$ cat config.mk
export PLATFORM = sky130hd
export DESIGN_NAME = ch_announce_tx
export DESIGN_NICKNAME = d
export VERILOG_FILES = /design/src/rtl/ch_announce_tx.sv
export SDC_FILE = /design/constraint.sdc
export NUM_CORES = 1
export LEC_CHECK = 0
export BUFFER_PORTS_ARGS = -buffer_cell sky130_fd_sc_hd__buf_2
export CORE_UTILIZATION = 50
export CTS_CLUSTER_SIZE = 12
export DETAILED_ROUTE_END_ITERATION = 10
export HOLD_SLACK_MARGIN = 0.03
export PLACE_DENSITY = 0.82
export SYNTH_ARGS = -nofsm -noshare
export SYNTH_HDL_FRONTEND = slang
export SYNTH_SLANG_ARGS = --single-unit
$ cat constraint.sdc
create_clock -name clk -period 6 [get_ports clk]
set_input_delay 0.9 -clock clk [delete_from_list [all_inputs] [get_ports clk]]
set_output_delay 0.9 -clock clk [all_outputs]
set_load 0.1 [all_outputs]
$ cat src/rtl/ch_announce_tx.sv
// ch_announce_tx: transmit side of the cluster-head announcement exchange.
//
// Serializes 4-word announcements {CHANN_TYPE, CH ID, hop count, Q-value} onto a
// word-wide valid/ready channel. A CH originates with hops = 0; a member relays
// its chosen CH with hops = hopsFromCH + 1. After each message the block idles for
// ANNOUNCE_PERIOD cycles before looking at the enables again. HB_reset aborts any
// message and restarts announcing.
//
// Ports:
//   clk, rst       clock, asynchronous active-high reset
//   en_CH          level, originate announcements as a CH (wins over en_relay)
//   en_relay       level, relay announcements for chosenCH as a member
//   HB_reset       reclustering pulse, highest priority
//   myNodeID       own node ID
//   myQValue       own Q-value
//   chosenCH       selected CH ID, all-ones = none
//   hopsFromCH     hops to chosen CH, all-ones = unknown
//   tx_ready       downstream accepts tx_data
//   tx_valid       tx_data is valid
//   tx_data        current message word
//   tx_busy        high while a message is being sent
//   announce_done  one-cycle pulse after the last word is accepted
module ch_announce_tx #(
  parameter int unsigned WORD_WIDTH      = 16,
  parameter int unsigned ANNOUNCE_PERIOD = 100,
  parameter int unsigned MAX_HOPS        = 15,
  parameter logic [WORD_WIDTH-1:0] CHANN_TYPE = 16'h0003
) (
  input  logic                  clk,
  input  logic                  rst,
  input  logic                  en_CH,
  input  logic                  en_relay,
  input  logic                  HB_reset,
  input  logic [WORD_WIDTH-1:0] myNodeID,
  input  logic [WORD_WIDTH-1:0] myQValue,
  input  logic [WORD_WIDTH-1:0] chosenCH,
  input  logic [WORD_WIDTH-1:0] hopsFromCH,
  input  logic                  tx_ready,
  output logic                  tx_valid,
  output logic [WORD_WIDTH-1:0] tx_data,
  output logic                  tx_busy,
  output logic                  announce_done
);

  localparam int unsigned CntW = (ANNOUNCE_PERIOD > 1) ? $clog2(ANNOUNCE_PERIOD) : 1;
  localparam logic [CntW-1:0]       CntLoad = CntW'(ANNOUNCE_PERIOD - 1);
  localparam logic [WORD_WIDTH-1:0] NoneId  = '1;
  localparam logic [WORD_WIDTH-1:0] MaxHops = WORD_WIDTH'(MAX_HOPS);

  typedef enum logic [1:0] {s_idle, s_send, s_wait, s_HBreset} state_e;

  state_e                state_q, state_d;
  logic [1:0]            idx_q, idx_d;
  logic [CntW-1:0]       cnt_q, cnt_d;
  logic [WORD_WIDTH-1:0] snap_id_q, snap_id_d;
  logic [WORD_WIDTH-1:0] snap_hops_q, snap_hops_d;
  logic [WORD_WIDTH-1:0] snap_qv_q, snap_qv_d;
  logic                  tx_valid_q, tx_valid_d;
  logic [WORD_WIDTH-1:0] tx_data_q, tx_data_d;
  logic                  done_q, done_d;

  logic                  relay_ok;
  logic [WORD_WIDTH-1:0] next_word;

  // The hop increment only happens under this guard, so it cannot wrap.
  assign relay_ok = en_relay && (chosenCH != NoneId) && (hopsFromCH < MaxHops);

  // Word that follows the one currently presented (index idx_q).
  always_comb begin
    case (idx_q)
      2'd0:    next_word = snap_id_q;
      2'd1:    next_word = snap_hops_q;
      2'd2:    next_word = snap_qv_q;
      default: next_word = CHANN_TYPE;
    endcase
  end

  always_comb begin
    state_d     = state_q;
    idx_d       = idx_q;
    cnt_d       = cnt_q;
    snap_id_d   = snap_id_q;
    snap_hops_d = snap_hops_q;
    snap_qv_d   = snap_qv_q;
    tx_valid_d  = tx_valid_q;
    tx_data_d   = tx_data_q;
    done_d      = 1'b0;

    if (HB_reset) begin
      state_d    = s_HBreset;
      tx_valid_d = 1'b0;
      tx_data_d  = '0;
      idx_d      = '0;
      cnt_d      = '0;
    end else begin
      case (state_q)
        s_idle: begin
          if (en_CH || relay_ok) begin
            snap_id_d   = en_CH ? myNodeID : chosenCH;
            snap_hops_d = en_CH ? '0 : hopsFromCH + WORD_WIDTH'(1);
            snap_qv_d   = myQValue;
            state_d     = s_send;
            tx_valid_d  = 1'b1;
            tx_data_d   = CHANN_TYPE;
            idx_d       = '0;
          end
        end
        s_send: begin
          // tx_valid is always high here, so tx_ready alone marks a transfer.
          if (tx_ready) begin
            if (idx_q == 2'd3) begin
              state_d    = s_wait;
              tx_valid_d = 1'b0;
              tx_data_d  = '0;
              idx_d      = '0;
              cnt_d      = CntLoad;
              done_d     = 1'b1;
            end else begin
              idx_d     = idx_q + 2'd1;
              tx_data_d = next_word;
            end
          end
        end
        s_wait: begin
          if (cnt_q == '0) begin
            state_d = s_idle;
          end else begin
            cnt_d = cnt_q - CntW'(1);
          end
        end
        s_HBreset: state_d = s_idle;
        default:   state_d = s_idle;
      endcase
    end
  end

  always_ff @(posedge clk or posedge rst) begin
    if (rst) begin
      state_q     <= s_idle;
      idx_q       <= '0;
      cnt_q       <= '0;
      snap_id_q   <= '0;
      snap_hops_q <= '0;
      snap_qv_q   <= '0;
      tx_valid_q  <= 1'b0;
      tx_data_q   <= '0;
      done_q      <= 1'b0;
    end else begin
      state_q     <= state_d;
      idx_q       <= idx_d;
      cnt_q       <= cnt_d;
      snap_id_q   <= snap_id_d;
      snap_hops_q <= snap_hops_d;
      snap_qv_q   <= snap_qv_d;
      tx_valid_q  <= tx_valid_d;
      tx_data_q   <= tx_data_d;
      done_q      <= done_d;
    end
  end

  assign tx_valid      = tx_valid_q;
  assign tx_data       = tx_data_q;
  assign tx_busy       = (state_q == s_send);
  assign announce_done = done_q;

endmodule

[Yosys cells after proc, flatten, opt, wreduce, memory -nomap -nowiden]
Cells that the tools add are included.
Word-level totals
  register bits: 77
  input bits: 70
  output and inout bits: 19
  word-level logic and storage cells: 72
Cells by class
  $add $sub $neg: 3
  order comparisons: 1
  eq/ne operators: 12
  multiplexer cells: 33
  bitwise gates (word level): 1
  reduce and logical (&&, ||, !) cells: 13
Operators by type and width (count)
  $mux 16: 6
  $pmux 16 s3: 1
  $pmux 16 s2: 1
  $mux 7: 4
  $mux 2: 9
  $add 16x1->16 const B: 1
  $lt 16x4->1 const B: 1
  $ne 16x16->1 const B: 1
  $pmux 7 s2: 1
  $ne 3x3->1 const B: 4
  $reduce_and 4->1: 3
  $eq 2x2->1 const B: 4
  $mux 1: 8
  $pmux 2 s4: 1
  $logic_not 7->1: 1
  $sub 7x1->7 const B: 1
  $reduce_and 3->1: 2
  $reduce_bool 3->1: 2
  $eq 2x1->1 const B: 2
  $logic_not 2->1: 2
  $pmux 2 s2: 1
  $ne 3x2->1 const B: 1
  $add 2x1->2 const B: 1
  $logic_and 1x1->1: 2
  other kinds (3): 3

[Depth between registers and ports, before layout]
  depth in word-level cells: 7
  gate-level depth with buffers: 8
  depth with buffers taken out: 7

[Worst setup path after synthesis]
OpenSTA, ideal clock, no wires.
  kind: input-to-reg
  start point: input hopsFromCH[13]
  end point: register snap_id_q[10]
  setup time: 124 ps
  arrival: 2271 ps
  required time: 5876 ps
  setup slack: 3605 ps
  cell stages on the path: 7
  path through: nor4_1 -> nand4_1 -> a311oi_2 -> o21ai_2 -> buf_6 -> buf_6 -> a211o_1
Between the ends
  longest elaborated chain between the ends: 4
Ends and longest elaborated chain
  start: declaration: line 37  | input logic [WORD_WIDTH-1:0] hopsFromCH,
  $lt 16x4->1: line 66  | assign relay_ok = en_relay && (chosenCH != NoneId) && (hopsFromCH < MaxHops);
  $logic_and 1x1->1: line 66
  $logic_or 1x1->1: line 98  | if (en_CH || relay_ok) begin
  $reduce_and 3->1 (no source line)
  end signal: assignment: line 152  | snap_id_q <= snap_id_d;
  end: declaration: line 55  | logic [WORD_WIDTH-1:0] snap_id_q, snap_id_d;
Every way passes these cells.
A chain may end at the register's enable or synchronous reset.

[Worst setup path in the final report]
  start point: input chosenCH[8]
  end point: register snap_qv_q[1]
Between the ends
  longest elaborated chain between the ends: 5
Ends and longest elaborated chain
  start: declaration: line 36  | input logic [WORD_WIDTH-1:0] chosenCH,
  $ne 16x16->1: line 66
  $logic_and 1x1->1 (2 in series): line 66
  $logic_or 1x1->1: line 98
  $reduce_and 3->1 (no source line)
  end signal: assignment: line 154  | snap_qv_q <= snap_qv_d;
  end: declaration: line 57  | logic [WORD_WIDTH-1:0] snap_qv_q, snap_qv_d;
Every way passes these cells.

==> summary.txt <==
Synth Cell Area = 3520 um^2
Placed Instance Area = 4050 um^2
core area = 6790 um^2
Setup CP Type = input port to flip-flop
Die Wd = 85.9 um
hold depth = 1
DR DRC count = 0
most frequent cells in the layout = 88 x buf_2, 77 x dfrtp_1, 32 x and3_1, 18 x mux2_2, 17 x o2bb2ai_1
CTS H-tree depth = 3
Top FF cell, synth = dfrtp_1
via count = 2785
Setup Skew = 0.00842 ns
final worst path period share = 0.450
min-delay worst type = flip-flop to flip-flop
drt pass-1 iters = 10
crit path cell chain = buf_2, nand4_1, nor4_1, a311oi_2, o21ai_4, buf_4, mux2_2
Final Critical Period = 2.70 ns
average cell area after synthesis = 11.8 um^2
port bufs = 88
PD cells = 300 nW/um^2
CTS tree = built
Post-CTS Hold Buffers = 0
clk slew on worst S/H paths = 0.07 ns
Yosys reg bits = 77
DIE HEIGHT = 85.9 um
Ys Warns = 0
GPL Wtd Cong = 0.842
total grt overflow = 0
Worst Max-Slew Pin Slew = 0.958 ns
fin cells = 486
largest net degree at the start of global routing = 78
Final Cell Area = 4210 um^2
commonest non-fill, non-tap cell in the layout = buf_2
EDFF count, synth = 0
starting DRC count in detailed routing = 243
Synth-to-Final Area Change = 19.6%
Fill cells = 549
Net count, final = 463
pins over their slew limit = 0
Routed Antenna Nets = 0
Final Hold Vio Count = 0
# diodes = 0
Cell Rows = 30
total power = 1.26 mW
clk_lat worst skew = 0.35 ns
WL final = 8110 um
Yosys cell types = 40
RSZ-0062 raised after global routing = false
post-placement cell count = 471
CP max stage cell = buf_4
dpl hpwl = 5510 um
Worst EP arrival = 2.92 ns
CTS Root Buffer Type = clkbuf_8
endpoint class of the critical path = flip-flop
Cells after Synth = 299
CTS Buffer Depth = 2
net count after synthesis = 376
relative slew slack = 0.361
Async SR Flop Fraction = 1.00
final hold slack = 0.489 ns
global-route wire length before repair = 13100 um
routed len/inst = 16.7 um
sequential area share after synthesis = 0.547
die area = 7380 um^2
Initial Util = 0.518
Max stage delay on crit path = 0.45 ns
GRT Total Usage = 0.232
Worst VDD drop = 0.163 mV
share of layout cells above drive strength 1 = 0.344
Reg2Reg Depth = 5
antenna violations before repair = 0
Peak Freq = 0.371 GHz
Leak = 2.21 nW
critical path required time = 6.22 ns
io pins = 89
Fin Setup TNS = 0 ns
max_cap viols = 0
CP Max Fanout = 38
DR vias/cell = 5.73
number of global-route vias before repair = 2742
CTS buffer count = 9
number of setup violations in the final report = 0
PostCTS Resize Cnt = 0
critical path launch point type = input port
clock sink count = 77
Post-CTS Setup Inserts = 0
status = completed
[routing by layer]
| metal | wire length, um | vias up | part of all wire | track usage |
|---|---|---|---|---|
| li1 | - | 1305 | - | - |
| met1 | 3630 | 1360 | 0.45 | 0.318 |
| met2 | 3870 | 113 | 0.48 | 0.354 |
| met3 | 534 | 7 | 0.066 | 0.0549 |
| met4 | 76 | 0 | 0.0094 | 0.100 |
| met5 | 0 | - | 0 | 0 |
[path summary, 6_finish.rpt]
kind | endpoint | slack (ns) | from
hold / removal | cnt_q[6]$_DFFE_PP0P_ | 0.49 | cnt_q[6]$_DFFE_PP0P_
hold reg to reg | cnt_q[6]$_DFFE_PP0P_ | 0.49 | cnt_q[6]$_DFFE_PP0P_
setup / recovery | snap_qv_q[1]$_DFFE_PP0P_ | 3.30 | chosenCH[8]
min in group asynchronous | cnt_q[0]$_DFFE_PP0P_ | 0.82 | rst
setup reg to reg | tx_data[0]$_DFFE_PP0P_ | 3.93 | state_q[1]$_DFFE_PP0P_
max in group asynchronous | snap_hops_q[2]$_DFFE_PP0P_ | 4.54 | rst
[metrics by stage]
stage / setup WS [ns] / utilization
2_1_floorplan: 3.13 / -
3_3_place_gp: 2.99 / 0.596
3_5_place_dp: 2.92 / 0.596
4_1_cts: 3.29 / 0.620
5_1_grt: 3.21 / 0.620
6_report: 3.30 / 0.620
[critical path: cells and delay by family]
family,cells,cell delay [ns]
AND/OR/NAND/NOR,2,0.60
buffers and inverters,2,0.53
AO/OA/AOI/OAI,2,0.48
multiplexers,1,0.39
[cells by family after synthesis]
family                   after synthesis  synth area share
AO/OA/AOI/OAI                         70             0.173
XOR/XNOR                               5            0.0124
adder cells (fa/ha/maj)                7            0.0249
buffers and inverters                 27            0.0352
flip-flops                            77             0.547
multiplexers                          19            0.0604
AND/OR/NAND/NOR                       94             0.147
[area by class of cell]
| type | count | area, um^2 | area share |
|---|---|---|---|
| clock buffers | 9 | 124 | 0.0294 |
| repair buffers | 94 | 485 | 0.115 |
| inverters | 9 | 33.8 | 0.00802 |
| well taps | 96 | 120 | 0.0285 |
| multi-input cells | 195 | 1480 | 0.352 |
| flip-flops and latches | 77 | 1930 | 0.457 |
| clock inverters | 6 | 40.0 | 0.00950 |
[cells in the mapped netlist, types with 2 or more instances]
| cell | count | area (um^2) |
|---|---|---|
| o21ai_0 | 2 | 10.0 |
| ha_1 | 7 | 87.6 |
| a31oi_1 | 3 | 18.8 |
| nand2_1 | 12 | 45.0 |
| and2_1 | 12 | 75.1 |
| xnor2_1 | 2 | 17.5 |
| a211o_1 | 16 | 140 |
| a21oi_1 | 5 | 25.0 |
| a222oi_1 | 16 | 160 |
| and3_1 | 32 | 200 |
| inv_1 | 9 | 33.8 |
| buf_6 | 2 | 22.5 |
| nand3_1 | 3 | 15.0 |
| clkbuf_1 | 12 | 45.0 |
| nand2b_1 | 3 | 18.8 |
| nor2_1 | 15 | 56.3 |
| nor3_1 | 4 | 20.0 |
| xor2_1 | 3 | 26.3 |
| mux2_2 | 18 | 203 |
| a211oi_1 | 2 | 15.0 |
| dfrtp_1 | 77 | 1930 |
| nor4_1 | 5 | 31.3 |
| nand4_1 | 5 | 31.3 |
| buf_2 | 2 | 10.0 |
| o2bb2ai_1 | 17 | 149 |
[flip-flops by register name, summed over array words and instances, names as in the netlist]
register,count
cnt_q,7
tx_valid,1
snap_id_q,16
announce_done,1
snap_hops_q,16
idx_q,2
snap_qv_q,16
state_q,2
tx_data,16
[power by group]
group	leakage (nW)	internal [mW]	total [mW]	switching, mW
Combinational	1.12	0.116	0.281	0.165
Clock	0.0852	0.148	0.337	0.189
Sequential	1.01	0.596	0.646	0.0497
Note: power is estimated with default switching activity, not from simulation.
